$ cat src/rtl/router_pkt_src.sv
// Packet source for the router input port: buffers a host-loaded payload, then
// streams header, payload and XOR parity to the router under busy back-pressure.
module router_pkt_src #(
  parameter int MAX_LEN = 63,
  parameter int IFG     = 2
) (
  input  logic       clock,
  input  logic       resetn,
  input  logic       cmd_valid,
  output logic       cmd_ready,
  input  logic [1:0] cmd_dest,
  input  logic [5:0] cmd_len,
  input  logic       cmd_bad_parity,
  output logic       cmd_err,
  input  logic       pl_valid,
  input  logic [7:0] pl_data,
  output logic       pl_ready,
  input  logic       busy,
  output logic       pkt_valid,
  output logic [7:0] data_out,
  output logic       done,
  output logic       tx_active
);

  typedef enum logic [2:0] {
    S_IDLE, S_FILL, S_HEADER, S_PAYLOAD, S_PARITY, S_GAP
  } state_t;

  state_t     state_q, state_d;
  logic [7:0] header_q, header_d;
  logic [5:0] len_q, len_d;
  logic       bad_q, bad_d;
  logic [7:0] parity_q, parity_d;
  logic [5:0] wr_idx_q, wr_idx_d;
  logic [5:0] rd_idx_q, rd_idx_d;
  logic [7:0] gap_q, gap_d;
  logic       cmd_ready_q, cmd_err_q, cmd_err_d;
  logic       done_q, done_d;
  logic       pkt_valid_q, pkt_valid_d;
  logic [7:0] data_out_q, data_out_d;
  logic       wr_en;

  logic [7:0] buf_mem [MAX_LEN];

  // NOTE: every output of this block is assigned a default first, so no path
  // through the case statement leaves a signal unassigned and infers a latch.
  always_comb begin
    state_d   = state_q;
    header_d  = header_q;
    len_d     = len_q;
    bad_d     = bad_q;
    parity_d  = parity_q;
    wr_idx_d  = wr_idx_q;
    rd_idx_d  = rd_idx_q;
    gap_d     = gap_q;
    cmd_err_d = 1'b0;
    done_d    = 1'b0;
    wr_en     = 1'b0;

    case (state_q)
      S_IDLE: begin
        if (cmd_valid && cmd_ready_q) begin
          if (cmd_len == 6'd0 || cmd_dest == 2'd3) begin
            cmd_err_d = 1'b1;
          end else begin
            header_d = {cmd_len, cmd_dest};
            parity_d = {cmd_len, cmd_dest};
            len_d    = cmd_len;
            bad_d    = cmd_bad_parity;
            wr_idx_d = 6'd0;
            rd_idx_d = 6'd0;
            state_d  = S_FILL;
          end
        end
      end
      S_FILL: begin
        if (pl_valid) begin
          wr_en    = 1'b1;
          parity_d = parity_q ^ pl_data;
          wr_idx_d = wr_idx_q + 6'd1;
          if (wr_idx_q == len_q - 6'd1) state_d = S_HEADER;
        end
      end
      S_HEADER: begin
        if (!busy) state_d = S_PAYLOAD;
      end
      S_PAYLOAD: begin
        if (!busy) begin
          if (rd_idx_q == len_q - 6'd1) state_d = S_PARITY;
          else                          rd_idx_d = rd_idx_q + 6'd1;
        end
      end
      S_PARITY: begin
        if (!busy) begin
          done_d  = 1'b1;
          gap_d   = 8'd0;
          state_d = S_GAP;
        end
      end
      S_GAP: begin
        if (gap_q == 8'(IFG - 1)) state_d = S_IDLE;
        else                      gap_d   = gap_q + 8'd1;
      end
      default: state_d = S_IDLE;
    endcase

    // Outputs are decoded from the next state so the registered copies line
    // up with the state they describe.
    pkt_valid_d = 1'b0;
    data_out_d  = 8'h00;
    case (state_d)
      S_HEADER: begin
        pkt_valid_d = 1'b1;
        data_out_d  = header_d;
      end
      S_PAYLOAD: begin
        pkt_valid_d = 1'b1;
        data_out_d  = buf_mem[rd_idx_d];
      end
      S_PARITY: data_out_d = parity_d ^ {8{bad_d}};
      default: ;
    endcase
  end

  // NOTE: sequential state uses non-blocking assignments so every register
  // samples the pre-edge values regardless of statement order.
  always_ff @(posedge clock or negedge resetn) begin
    if (!resetn) begin
      state_q     <= S_IDLE;
      header_q    <= 8'h00;
      len_q       <= 6'd0;
      bad_q       <= 1'b0;
      parity_q    <= 8'h00;
      wr_idx_q    <= 6'd0;
      rd_idx_q    <= 6'd0;
      gap_q       <= 8'd0;
      cmd_ready_q <= 1'b0;
      cmd_err_q   <= 1'b0;
      done_q      <= 1'b0;
      pkt_valid_q <= 1'b0;
      data_out_q  <= 8'h00;
    end else begin
      state_q     <= state_d;
      header_q    <= header_d;
      len_q       <= len_d;
      bad_q       <= bad_d;
      parity_q    <= parity_d;
      wr_idx_q    <= wr_idx_d;
      rd_idx_q    <= rd_idx_d;
      gap_q       <= gap_d;
      cmd_ready_q <= (state_d == S_IDLE);
      cmd_err_q   <= cmd_err_d;
      done_q      <= done_d;
      pkt_valid_q <= pkt_valid_d;
      data_out_q  <= data_out_d;
    end
  end

  // NOTE: the payload buffer has no reset; every entry read is written during
  // FILL first, and leaving it unreset lets it map onto plain RAM.
  always_ff @(posedge clock) begin
    if (wr_en) buf_mem[wr_idx_q] <= pl_data;
  end

  assign cmd_ready = cmd_ready_q;
  assign cmd_err   = cmd_err_q;
  assign pl_ready  = (state_q == S_FILL);
  assign pkt_valid = pkt_valid_q;
  assign data_out  = data_out_q;
  assign done      = done_q;
  assign tx_active = (state_q != S_IDLE);

endmodule

$ cat config.mk
export PLATFORM = sky130hd
export DESIGN_NAME = router_pkt_src
export DESIGN_NICKNAME = d
export VERILOG_FILES = /design/src/rtl/router_pkt_src.sv
export SDC_FILE = /design/constraint.sdc
export NUM_CORES = 1
export LEC_CHECK = 0
export ABC_CLOCK_PERIOD_IN_PS = 7800
export CAP_MARGIN = 20
export CORE_MARGIN = 2
export CORE_UTILIZATION = 50
export CTS_CLUSTER_DIAMETER = 100
export DETAILED_ROUTE_END_ITERATION = 8
export PLACE_DENSITY_LB_ADDON = 0.08
export SETUP_SLACK_MARGIN = 0.2
export SYNTH_ARGS = -nofsm -noshare
export SYNTH_HDL_FRONTEND = slang
export SYNTH_SLANG_ARGS = --single-unit
$ cat constraint.sdc
create_clock -name clock -period 7.8 [get_ports clock]
set_input_delay 1.56 -clock clock [delete_from_list [all_inputs] [get_ports clock]]
set_output_delay 1.56 -clock clock [all_outputs]
set_load 0.01 [all_outputs]
==> impl_metrics.json, run 1 <==
{
  "via_per_inst": 5.96,
  "vias": 14801,
  "syn_area_per_cell_um2": 13.1,
  "r2r_slack_ns": 2.66,
  "die_area_um2": 48800,
  "drive_above_1_share_pct": 8.69,
  "worstSetupEndpointType": "register",
  "arrival_ns": 6.09,
  "clock_path_buffers": 3,
  "grt_max_degree": 108,
  "drc": 0,
  "rows": 79,
  "ioPinCount": 36,
  "drt_pre_antenna_iters": 5,
  "drt_first_iter_violations": 1615,
  "gp_congestion": 0.868,
  "cell_internal_pwr_mw": 6.11,
  "grt_pass1_vias": 14408,
  "antenna_left": 0,
  "pwr-share-comb_pct": 37.0,
  "setup_viol": 0,
  "hold_path.class": "register to register",
  "fp.dieH_um": 221,
  "ys_ff_latch": 562,
  "syn-cell-area_um2": 23500,
  "maxClockFrequency_mhz": 179,
  "cts-root-buf": "clkbuf_16",
  "fin_tns_setup_ns": 0,
  "synth_cell_types": 68,
  "postCtsResizedCells": 0,
  "antenna_cells": 0,
  "synthCells": 1796,
  "critPathLaunchType": "input pin",
  "grt_pass1_wl_mm": 94.6,
  "tightest_slew_ns": 1.11,
  "utilization_pct": 56.4,
  "dp_hpwl_mm": 38.6,
  "tritoncts": "built",
  "holdPathStages": 2,
  "critPathMaxStageDelay_ns": 0.80,
  "drt-total-wl_mm": 63.4,
  "powerDensity_nw_per_um2": 373,
  "grt-ovfl-total": 0,
  "layout_common_cells": "edfxtp_1 (504), nand2_1 (432), nor2_1 (110)",
  "crit_path_frequent_cell": "buf_4",
  "rr_worst_depth": 15,
  "antenna_found_initial": 2,
  "clkSinkCount": 562,
  "yosys_warnings": 0,
  "grt.total_usage_pct": 25.8,
  "synth_edf_count": 504,
  "status": "finished, final reports clean",
  "die_w_um": 221,
  "crit_family": "buffers and inverters",
  "hold_buffers": 0,
  "hp-start": "header_q[2]$_DFF_PN0_",
  "r2r_end": "data_out[7]$_DFF_PN0_",
  "whs_endpoint": "header_q[2]$_DFF_PN0_",
  "cp.required_ns": 8.30,
  "fin_crit_ns": 5.59,
  "path_cells": "clkdlybuf4s50_1 -> nor4_1 -> a22oi_1 -> and2_1 -> buf_4 -> nor2_1 -> mux2i_4 -> inv_2 -> buf_4 -> a311oi_1 -> o21ai_0 -> nand4_1 -> o211a_1",
  "async_reset_ff_share_pct": 10.3,
  "leakage_nw": 9.37,
  "crit_fanout": 45,
  "clock_latency_ns": 0.63,
  "hold_violations": 0,
  "slew_headroom_pct": 26.1,
  "syn2layout_area_growth_pct": 11.6,
  "finalCritPeriodShare_pct": 71.7,
  "path_clk_slew_ns": 0.06,
  "yosysSeqAreaShare_pct": 70.4,
  "startpoint": "cmd_len[0]",
  "clkPwrFrac_pct": 28.1,
  "crit_slowest_cell": "o21ai_0",
  "finalClockSkew_ns": 0.0266,
  "crit_buf_inv": 4,
  "nets": 1853,
  "slew_viol_final": 0,
  "final_common_cell": "edfxtp_1",
  "wl_per_cell_um": 25.5,
  "p_sw_mw": 3.69,
  "cap_violations": 0,
  "htreeDepth": 2,
  "swShare_pct": 37.7,
  "peakVddDrop_mv": 0.486,
  "cts_setup_buffers": 0,
  "critical_path_class": "input pin to register",
  "timing.rr.start": "len_q[0]$_DFFE_PN0P_",
  "rsz0062_at_grt": "no",
  "cts-buffers-inserted": 58,
  "yosys_most_used_dff": "edfxtp_1",
  "start_util_pct": 50.6,
  "syn_nets": 1823,
  "seqPwrFrac_pct": 34.9,
  "portBuffers": 35,
  "core_um2": 46600
}
-- registers in the layout, summed over array words and instances (netlist names), 3 cells and up --
name and flops:
buf_mem 504, len_q 6, header_q 8, rd_idx_q 6
state_q 3, data_out 8, gap_q 8, wr_idx_q 6
parity_q 8
-- tightest hold or removal path, stage by stage (launching register included) --
cell and delay (ns):
dfrtp_1 0.32, nand2_1 0.06, nand2_1 0.06
-- kinds of logic (layout without fill, tap and decap cells) --
family / after synthesis / after routing / share of synthesized area, %
mux: 106 / 106 / 4.59
buf+inv: 121 / 201 / 2.58
flops: 562 / 562 / 70.4
fa+ha+maj: 5 / 5 / 0.266
xor+xnor: 33 / 33 / 1.47
compound gates: 189 / 189 / 5.98
simple gates: 780 / 780 / 14.7
-- worst max-delay path by stage --
stage                     cells after the start  slack (ns)                    end
final                                        13        2.21  data_out[7]$_DFF_PN0_
after global routing                         13        1.98  data_out[7]$_DFF_PN0_
after CTS                                    13        2.20  data_out[2]$_DFF_PN0_
after detailed placement                     13        1.58  data_out[2]$_DFF_PN0_
after global placement                       13        1.55  data_out[2]$_DFF_PN0_
after floorplan                              12        3.70  data_out[5]$_DFF_PN0_
-- layout make-up --
type | instances | area [um2]
clock inverter | 29 | 243
multi-input combinational | 1113 | 6370
sequential | 562 | 16600
tap | 607 | 759
clock buffer | 81 | 1640
fill | 3838 | 20300
inverter | 20 | 82.6
timing repair buffer | 71 | 588
-- per-layer routing --
metal | track usage [%] | wire [um] | vias up
li1 | - | - | 6665
met1 | 37.3 | 27800 | 7469
met2 | 39.7 | 28800 | 549
met3 | 4.90 | 4770 | 116
met4 | 8.47 | 2000 | 2
met5 | 0 | 13 | -
-- power groups by stage --
stage / clock [mW] / sequential, mW / combinational (mW)
2_1_floorplan: 0 / 3.46 / 2.47
3_3_place_gp: 0 / 3.48 / 3.58
3_5_place_dp: 0 / 3.49 / 3.61
4_1_cts: 2.78 / 3.42 / 3.63
5_1_grt: 2.90 / 3.43 / 3.91
6_report: 2.75 / 3.43 / 3.63
-- through the flow --
step / total power [mW] / instances / cell area (um2) / worst slack [ns] / hold slack, ns
3_3_place_gp: 7.06 / 2372 / 24400 / 1.55 / 0.458
3_5_place_dp: 7.10 / 2372 / 24400 / 1.58 / 0.463
2_1_floorplan: 5.93 / 1796 / 23500 / 3.70 / 0.441
4_1_cts: 9.83 / 2482 / 26300 / 2.20 / 0.476
5_1_grt: 10.2 / 2483 / 26300 / 1.98 / 0.499
6_report: 9.81 / 2483 / 26300 / 2.21 / 0.476
-- Yosys cell counts, types with 2 or more instances --
master       n  area [um2]
or3_1        2        12.5
or3b_2       2        17.5
a211oi_1    20         150
nand4_1     15        93.8
mux2_2       9         101
ha_1         5        62.6
or2_2        7        43.8
a22oi_1      2        15.0
nor2_1     110         413
nor4_1       3        18.8
xnor3_1      3        67.6
o21ai_1      4        20.0
a21boi_0     2        15.0
nand2_1    432        1620
o21a_1       2        15.0
inv_2        4        15.0
buf_6        9         101
a311oi_1    44         385
nand3_1     92         460
xnor2_1     13         114
o21ai_0     35         175
a32oi_1      7        61.3
o211ai_1    20         150
a21o_1       2        15.0
and2_1       4        25.0
xor2_1      16         140
nand3b_1     9        67.6
a21oi_1     20         100
buf_4       15         113
nor3_1      13        65.1
mux2i_1     95         951
and4_1       7        61.3
nor2b_1      2        12.5
dfrtp_1     58        1450
a2111oi_4    2        55.1
nor4bb_1     2        20.0
buf_2       22         110
and3_1      72         450
o211a_1      6        60.1
clkbuf_1    43         161
a31oi_1     11        68.8
buf_1       12        45.0
inv_1       15        56.3
edfxtp_1   504       15100
Note: power is estimated with default switching activity, not from simulation.
==> run 2, diff against run 1 <==
--- a/config.mk
+++ b/config.mk
@@ -5,7 +5,7 @@
 export SDC_FILE = /design/constraint.sdc
 export NUM_CORES = 1
 export LEC_CHECK = 0
-export ABC_CLOCK_PERIOD_IN_PS = 7800
+export ABC_CLOCK_PERIOD_IN_PS = 5840
 export CAP_MARGIN = 20
 export CORE_MARGIN = 2
 export CORE_UTILIZATION = 50
==> constraint.sdc (replaced) <==
create_clock -name clock -period 5.84 [get_ports clock]
set_input_delay 1.168 -clock clock [delete_from_list [all_inputs] [get_ports clock]]
set_output_delay 1.168 -clock clock [all_outputs]
set_load 0.01 [all_outputs]
==> impl_metrics.json, run 2 (synthesis results as in run 1) <==
{
  "status": "finished, final reports clean",
  "drt_pre_antenna_iters": 7,
  "r2r_end": "data_out[7]$_DFF_PN0_",
  "cts_setup_buffers": 0,
  "vias": 14874,
  "drt-total-wl_mm": 64.0,
  "cell_internal_pwr_mw": 8.32,
  "core_um2": 46600,
  "die_w_um": 221,
  "cts-buffers-inserted": 56,
  "antenna_found_initial": 1,
  "slew_headroom_pct": 24.5,
  "postCtsResizedCells": 0,
  "worstSetupEndpointType": "register",
  "antenna_left": 0,
  "hold_path.class": "register to register",
  "layout_common_cells": "edfxtp_1 (504), nand2_1 (432), nor2_1 (110)",
  "swShare_pct": 36.9,
  "path_clk_slew_ns": 0.06,
  "grt_pass1_wl_mm": 94.9,
  "tightest_slew_ns": 1.12,
  "hp-start": "header_q[5]$_DFF_PN0_",
  "crit_buf_inv": 2,
  "nets": 1871,
  "crit_slowest_cell": "a22oi_1",
  "pwr-share-comb_pct": 37.8,
  "critPathLaunchType": "input pin",
  "grt_max_degree": 108,
  "fin_cells": 2500,
  "holdPathStages": 2,
  "dp.cells": 2392,
  "drc": 0,
  "drive_above_1_share_pct": 9.62,
  "p_sw_mw": 4.88,
  "setup_viol": 0,
  "arrival_ns": 5.41,
  "leakage_nw": 9.49,
  "hold_violations": 0,
  "ioPinCount": 36,
  "drt_first_iter_violations": 1625,
  "hold_buffers": 0,
  "powerDensity_nw_per_um2": 498,
  "portBuffers": 35,
  "die_area_um2": 48800,
  "rr_worst_depth": 12,
  "largest_reg_flops": 504,
  "finalCritPeriodShare_pct": 83.3,
  "rows": 79,
  "wl_per_cell_um": 25.6,
  "maxClockFrequency_mhz": 206,
  "fin_crit_ns": 4.87,
  "crit_family": "compound AO/OA/AOI/OAI gates",
  "tritoncts": "built",
  "cap_violations": 0,
  "cp.required_ns": 6.39,
  "grt.total_usage_pct": 26.1,
  "clkSinkCount": 562,
  "htreeDepth": 2,
  "grt_pass1_vias": 14403,
  "clock_path_buffers": 3,
  "timing.rr.start": "len_q[0]$_DFFE_PN0P_",
  "clkPwrFrac_pct": 27.5,
  "fin_tns_setup_ns": 0,
  "via_per_inst": 5.95,
  "peakVddDrop_mv": 0.434,
  "critPathMaxStageDelay_ns": 0.51,
  "start_util_pct": 50.6,
  "cts-root-buf": "clkbuf_16",
  "crit_fanout": 107,
  "final_common_cell": "edfxtp_1",
  "grt-ovfl-total": 0,
  "gp_congestion": 0.862,
  "syn2layout_area_growth_pct": 12.5,
  "clock_latency_ns": 0.62,
  "seqPwrFrac_pct": 34.7,
  "dp_hpwl_mm": 39.0,
  "path_cells": "clkdlybuf4s50_1 -> nor4_1 -> a22oi_1 -> nand2_1 -> and3_1 -> a211oi_4 -> buf_12 -> nor2_1 -> a32oi_1 -> o211ai_1 -> nand4_1 -> o211a_1",
  "slew_viol_final": 0,
  "rsz0062_at_grt": "no",
  "finalPower_mw": 13.2,
  "whs_endpoint": "header_q[5]$_DFF_PN0_",
  "finalClockSkew_ns": 0.0188,
  "r2r_slack_ns": 1.17,
  "regMostFlops": "buf_mem",
  "critical_path_class": "input pin to register",
  "fp.dieH_um": 221
}
## run 2: cell types whose count changed in the layout (fill, tap and decap cells not counted), sizes merged
cell,delta
diode,+1
clkinv,+8
clkinvlp,-1
buf,+20
clkbuf,-14
bufinv,+3
## run 2: worst max path at each step
stage                    startpoint                     to  depth (start not counted)
6_report                 cmd_len[0]  data_out[3]$_DFF_PN0_                         12
5_1_grt                  cmd_len[1]  data_out[3]$_DFF_PN0_                         12
4_1_cts        len_q[0]$_DFFE_PN0P_  data_out[7]$_DFF_PN0_                         12
3_5_place_dp             cmd_len[0]  data_out[0]$_DFF_PN0_                         14
3_3_place_gp             cmd_len[5]  data_out[0]$_DFF_PN0_                         14
2_1_floorplan            cmd_len[1]  data_out[5]$_DFF_PN0_                         12
## run 2: worst min-delay path, cell delays in order, from the launching register on
cell and delay (ns):
dfrtp_1 0.33, nand2_1 0.05, nand2_1 0.07
## run 2: power groups by stage
stage | Combinational (mW) | Clock [mW] | Sequential [mW]
after CTS | 4.97 | 3.68 | 4.58
after detailed placement | 4.96 | 0 | 4.67
after global routing | 5.37 | 3.83 | 4.59
after global placement | 4.92 | 0 | 4.67
after floorplan | 3.30 | 0 | 4.62
final | 4.99 | 3.62 | 4.59
## run 2: layout make-up
| type | instances | area (um2) |
|---|---|---|
| inverter | 20 | 82.6 |
| sequential | 562 | 16600 |
| fill | 3823 | 20100 |
| tap | 607 | 759 |
| clock buffer | 67 | 1460 |
| clock inverter | 39 | 390 |
| antenna | 1 | 2.50 |
| multi-input combinational | 1113 | 6370 |
| timing repair buffer | 91 | 836 |
## run 2: routing by layer
metal | vias up | track usage, % | wire (um)
met4 | 0 | 9.87 | 2290
met3 | 121 | 5.74 | 5560
met5 | - | 0 | 0
met2 | 596 | 38.4 | 28200
met1 | 7459 | 38.2 | 27900
li1 | 6698 | - | -
## run 2: stage by stage
stage          setup WS, ns  area (um2)  util (%)  hold slack (ns)
5_1_grt               0.883       26500      56.9            0.495
3_5_place_dp          0.549       24600      52.9            0.464
4_1_cts                1.16       26500      56.9            0.481
6_report              0.975       26500      56.9            0.479
3_3_place_gp          0.571       24600      52.9            0.457
2_1_floorplan          2.14       23500         -            0.441
==> RTL edit 1: new RTL, config.mk and constraints of run 2 <==
The parameter `MAX_LEN` goes from 63 to 126.
--- a/src/rtl/router_pkt_src.sv
+++ b/src/rtl/router_pkt_src.sv
@@ -1,7 +1,7 @@
 // Packet source for the router input port: buffers a host-loaded payload, then
 // streams header, payload and XOR parity to the router under busy back-pressure.
 module router_pkt_src #(
-  parameter int MAX_LEN = 63,
+  parameter int MAX_LEN = 126,
   parameter int IFG     = 2
 ) (
   input  logic       clock,
Formal check against the unedited RTL: same outputs for any inputs over 4 cycles, from zero or initial values and one cycle with resetn low; that may be too few to reach the edited logic, so the function may still have changed.
==> RTL edit 1 against run 2 <==
Sequential cell count increased by 8; final area increased by 0.59%; register-to-register slack got worse by 440 ps; critical path depth increased by 2; die area increased by 1.3%; synthesized area increased by 1.3%; setup slack got worse by 250 ps; wire length increased by 1.2%; highest routed layer is now met5.
Power is not compared: it rests on default switching activity, and its combinational part moved more than twofold at a synthesized area within 25%.
==> RTL edit 1: results (changes against run 2) <==
[placement]
dp_slack_ps = 294  ; was 549 ps
place_area_sq_um = 24700  ; was 24,600 sq um
dp_hpwl_microns = 38900  ; was 39,000 microns
gp_congestion = 0.823  ; was 0.862

[sta]
finalWorstSetupSlack_ps = 727  ; was 975 ps
max_slew_margin_pct = 31.3  ; was 24.5%

[synthesis]
synth_compound_area_share_pct = 5.63  ; was 5.98%
synth_common_cells = nand2_1 (518), edfxtp_1 (512), nand3_1 (180)  ; was edfxtp_1 (504), nand2_1 (432), nor2_1 (110)
postSynthAreaPerCell_sq_um = 12.7  ; was 13.1 sq um
synth-xor-area-share_pct = 1.58  ; was 1.47%
synth_edf_count = 512  ; was 504
synth.distinct_cells = 73  ; was 68
synth_mux_area_share_pct = 3.09  ; was 4.59%

[setup_path]
startpoint_type = flip-flop  ; was input port
reg2reg_slack_ps = 730  ; was 1170 ps
max_stage_delay_ps = 710  ; was 510 ps
crit_arrival_ps = 5620  ; was 5410 ps
critPathSlowestCell = o31ai_1  ; was a22oi_1

[final_layout]
utilization_pct = 56.2  ; was 56.9%
fill_cells = 3955  ; was 3,823

[routing]
wl_met3_microns = 4970  ; was 5560 microns
wl_microns = 64800  ; was 64,000 microns
routed.top_layer = met5  ; was met4
met1Wirelength_microns = 28000  ; was 27,900 microns
viasPerCell = 5.95  ; about the same
wl_per_cell_microns = 25.2  ; was 25.6 microns

[clock_tree]
cts_made_buffers = 58  ; was 56

[global_route]
antenna_found_initial = 3  ; was 1
grt_max_degree = 151  ; was 108
grt_usage_pct = 26.5  ; was 26.1%
met2_usage_pct = 40.8  ; was 38.4%
met1_usage_pct = 37.9  ; was 38.2%
grt_pass1_wl_microns = 96900  ; was 94,900 microns

[min_path]
hold-path-endpoint = header_q[1]  ; was header_q[5]
min_from = header_q[1]  ; was header_q[5]

[status]
status = completed  ; unchanged

-- RTL edit 1: cells by family after synthesis --
logic type / Yosys count
AND/OR/NAND/NOR: 888
flip-flops: 570
AO/OA/AOI/OAI: 181
buffers and inverters: 129
multiplexers: 73
XOR/XNOR: 36
adder cells (fa/ha/maj): 5
-- RTL edit 1: layout make-up --
class	count	area share (%)
multi-input combinational	1183	24.0
sequential	570	63.1
clock inverter	31	1.17
inverter	18	0.286
antenna	2	0.0188
timing repair buffer	76	2.54
tap	615	2.89
clock buffer	78	5.96
-- RTL edit 1: power groups by stage --
stage | logic, mW | registers (mW) | clock network [mW]
floorplan | 0.0103 | 4.53 | 0
CTS | 0.109 | 4.45 | 3.78
global route | 0.116 | 4.45 | 3.94
global placement | 0.106 | 4.53 | 0
detailed placement | 0.109 | 4.53 | 0
finish | 0.108 | 4.45 | 3.73
==> RTL edit 2: new RTL, settings of run 2 <==
Made on the original files. The output `cmd_err` loses its register stage (`cmd_err_q` becomes a continuous assignment).
--- a/src/rtl/router_pkt_src.sv
+++ b/src/rtl/router_pkt_src.sv
@@ -135,7 +135,6 @@
       rd_idx_q    <= 6'd0;
       gap_q       <= 8'd0;
       cmd_ready_q <= 1'b0;
-      cmd_err_q   <= 1'b0;
       done_q      <= 1'b0;
       pkt_valid_q <= 1'b0;
       data_out_q  <= 8'h00;
@@ -149,12 +148,13 @@
       rd_idx_q    <= rd_idx_d;
       gap_q       <= gap_d;
       cmd_ready_q <= (state_d == S_IDLE);
-      cmd_err_q   <= cmd_err_d;
       done_q      <= done_d;
       pkt_valid_q <= pkt_valid_d;
       data_out_q  <= data_out_d;
     end
   end
+
+  assign cmd_err_q = cmd_err_d;
 
   // NOTE: the payload buffer has no reset; every entry read is written during
   // FILL first, and leaving it unreset lets it map onto plain RAM.
Formal check against the unedited RTL: not equivalent (a bounded check fails within 4 cycles, from zero or initial values and one cycle with resetn low).
==> RTL edit 2 against run 2 <==
Total power down 0.89%; hold slack worse by 7.1 ps; critical path depth rose by 1; utilization is 0.23 points lower; setup slack worse by 170 ps; sequential cell count fell by 1; synthesized area fell by 0.11%; final area fell by 0.61%; sequential share of layout area rose by 0.29 points; wire length fell by 2.7%; critical path type is now flip-flop to flip-flop; critical endpoint is now data_out[1]; largest cell class unchanged.
==> RTL edit 2: results (changes against run 2) <==
[routing]
dr.pass1.iters = 6  ; was 7
drt_iter0_drc = 1452  ; was 1,625
viasPerCell = 5.94  ; was 5.95
wl_per_cell_microns = 25.0  ; was 25.6 microns

[synthesis]
synthesis.nets = 1822  ; was 1,823
postSynthAreaPerCell_sq_um = 13.1  ; about the same
synth-async-reset-ratio_pct = 10.2  ; was 10.3%
synth_area_leaders = edfxtp_1 (64%), nand2_1 (6.9%), dfrtp_1 (6.1%), mux2i_1 (4.0%), nand3_1 (2.0%)  ; was edfxtp_1 (64%), nand2_1 (6.9%), dfrtp_1 (6.2%), mux2i_1 (4.0%), nand3_1 (2.0%)
seq_area_frac_synth_pct = 70.4  ; about the same

[pwr]
p_leak_nw = 9.41  ; was 9.49 nW
combPwrFrac_pct = 38.0  ; was 37.8%
ir_worst_vdd_mv = 0.309  ; was 0.434 mV
p_int_mw = 8.19  ; was 8.32 mW

[placement]
dp.cells = 2387  ; was 2,392
gp_congestion = 0.860  ; was 0.862
place_area_sq_um = 24600  ; about the same
dp_hpwl_microns = 38300  ; was 39,000 microns
dp_slack_ps = 444  ; was 549 ps

[final_layout]
drive_above_1_share_pct = 9.13  ; was 9.62%
stdcell_count = 2490  ; was 2,500
fin_nets = 1867  ; was 1,871
regMostFlops = buf_mem  ; unchanged
utilization_pct = 56.7  ; was 56.9%
fill_cells = 3851  ; was 3,823
antenna_cells = 0  ; was 1

[status]
status = completed  ; unchanged

[min_path]
hp-class = flip-flop to flip-flop  ; unchanged

[setup_path]
crit_arrival_ps = 5540  ; was 5410 ps
path_max_fanout = 9  ; was 107

[global_route]
grt_pass1_vias = 14400  ; about the same
grt_max_degree = 97  ; was 108
grt_usage_pct = 25.5  ; was 26.1%
grt_pass1_wl_microns = 93400  ; was 94,900 microns
antenna_found_initial = 0  ; was 1

[sta]
finClkSkew_ps = 25.3  ; was 18.8 ps
max_slew_margin_pct = 34.4  ; was 24.5%

[clock_tree]
cts_made_buffers = 57  ; was 56

[RTL edit 2: worst max-delay path, cell delays in order, from the launching register on]
cell,delay [ps]
dfrtp_1,430
inv_1,90
ha_1,170
nor3b_1,330
xnor3_1,270
and4_1,280
and2_1,270
a311oi_2,690
nor2_1,100
o21ai_0,780
nand2_1,210
nor3_1,680
nand4_1,360
o211a_1,230
[RTL edit 2: final timing paths]
path | startpoint | endpoint | slack (ps) | cells past startpoint
worst min register to register | header_q[2] | header_q[2] | 470 | 2
worst max-delay path | len_q[0] | data_out[1] | 800 | 13
worst min-delay path | header_q[2] | header_q[2] | 470 | 2
max in group asynchronous | resetn | parity_q[0] | 4550 | 2
min in group asynchronous | resetn | data_out[2] | 700 | 2
worst max register to register | len_q[0] | data_out[1] | 800 | 13
[RTL edit 2: kinds of logic after synthesis]
| group | Yosys count | synth area share, % |
|---|---|---|
| compound gates | 189 | 5.99 |
| xor+xnor | 33 | 1.47 |
| fa+ha+maj | 5 | 0.266 |
| buf+inv | 121 | 2.59 |
| flops | 561 | 70.4 |
| simple gates | 780 | 14.7 |
| mux | 106 | 4.60 |
[RTL edit 2: metal layers]
metal  GRT usage [%]  up-vias  wire length [microns]
li1                -     6703                      -
met1            37.7     7428                  27800
met2            39.5      563                  28700
met3            3.96       96                   4320
met4            7.08        0                   1500
met5               0        -                      0
[RTL edit 2: layout make-up]
| cell class | instances | share of cell area [%] |
|---|---|---|
| sequential | 561 | 62.9 |
| multi-input combinational | 1113 | 24.2 |
| clock inverter | 23 | 0.808 |
| clock buffer | 79 | 5.93 |
| tap | 607 | 2.88 |
| inverter | 20 | 0.314 |
| timing repair buffer | 87 | 2.97 |
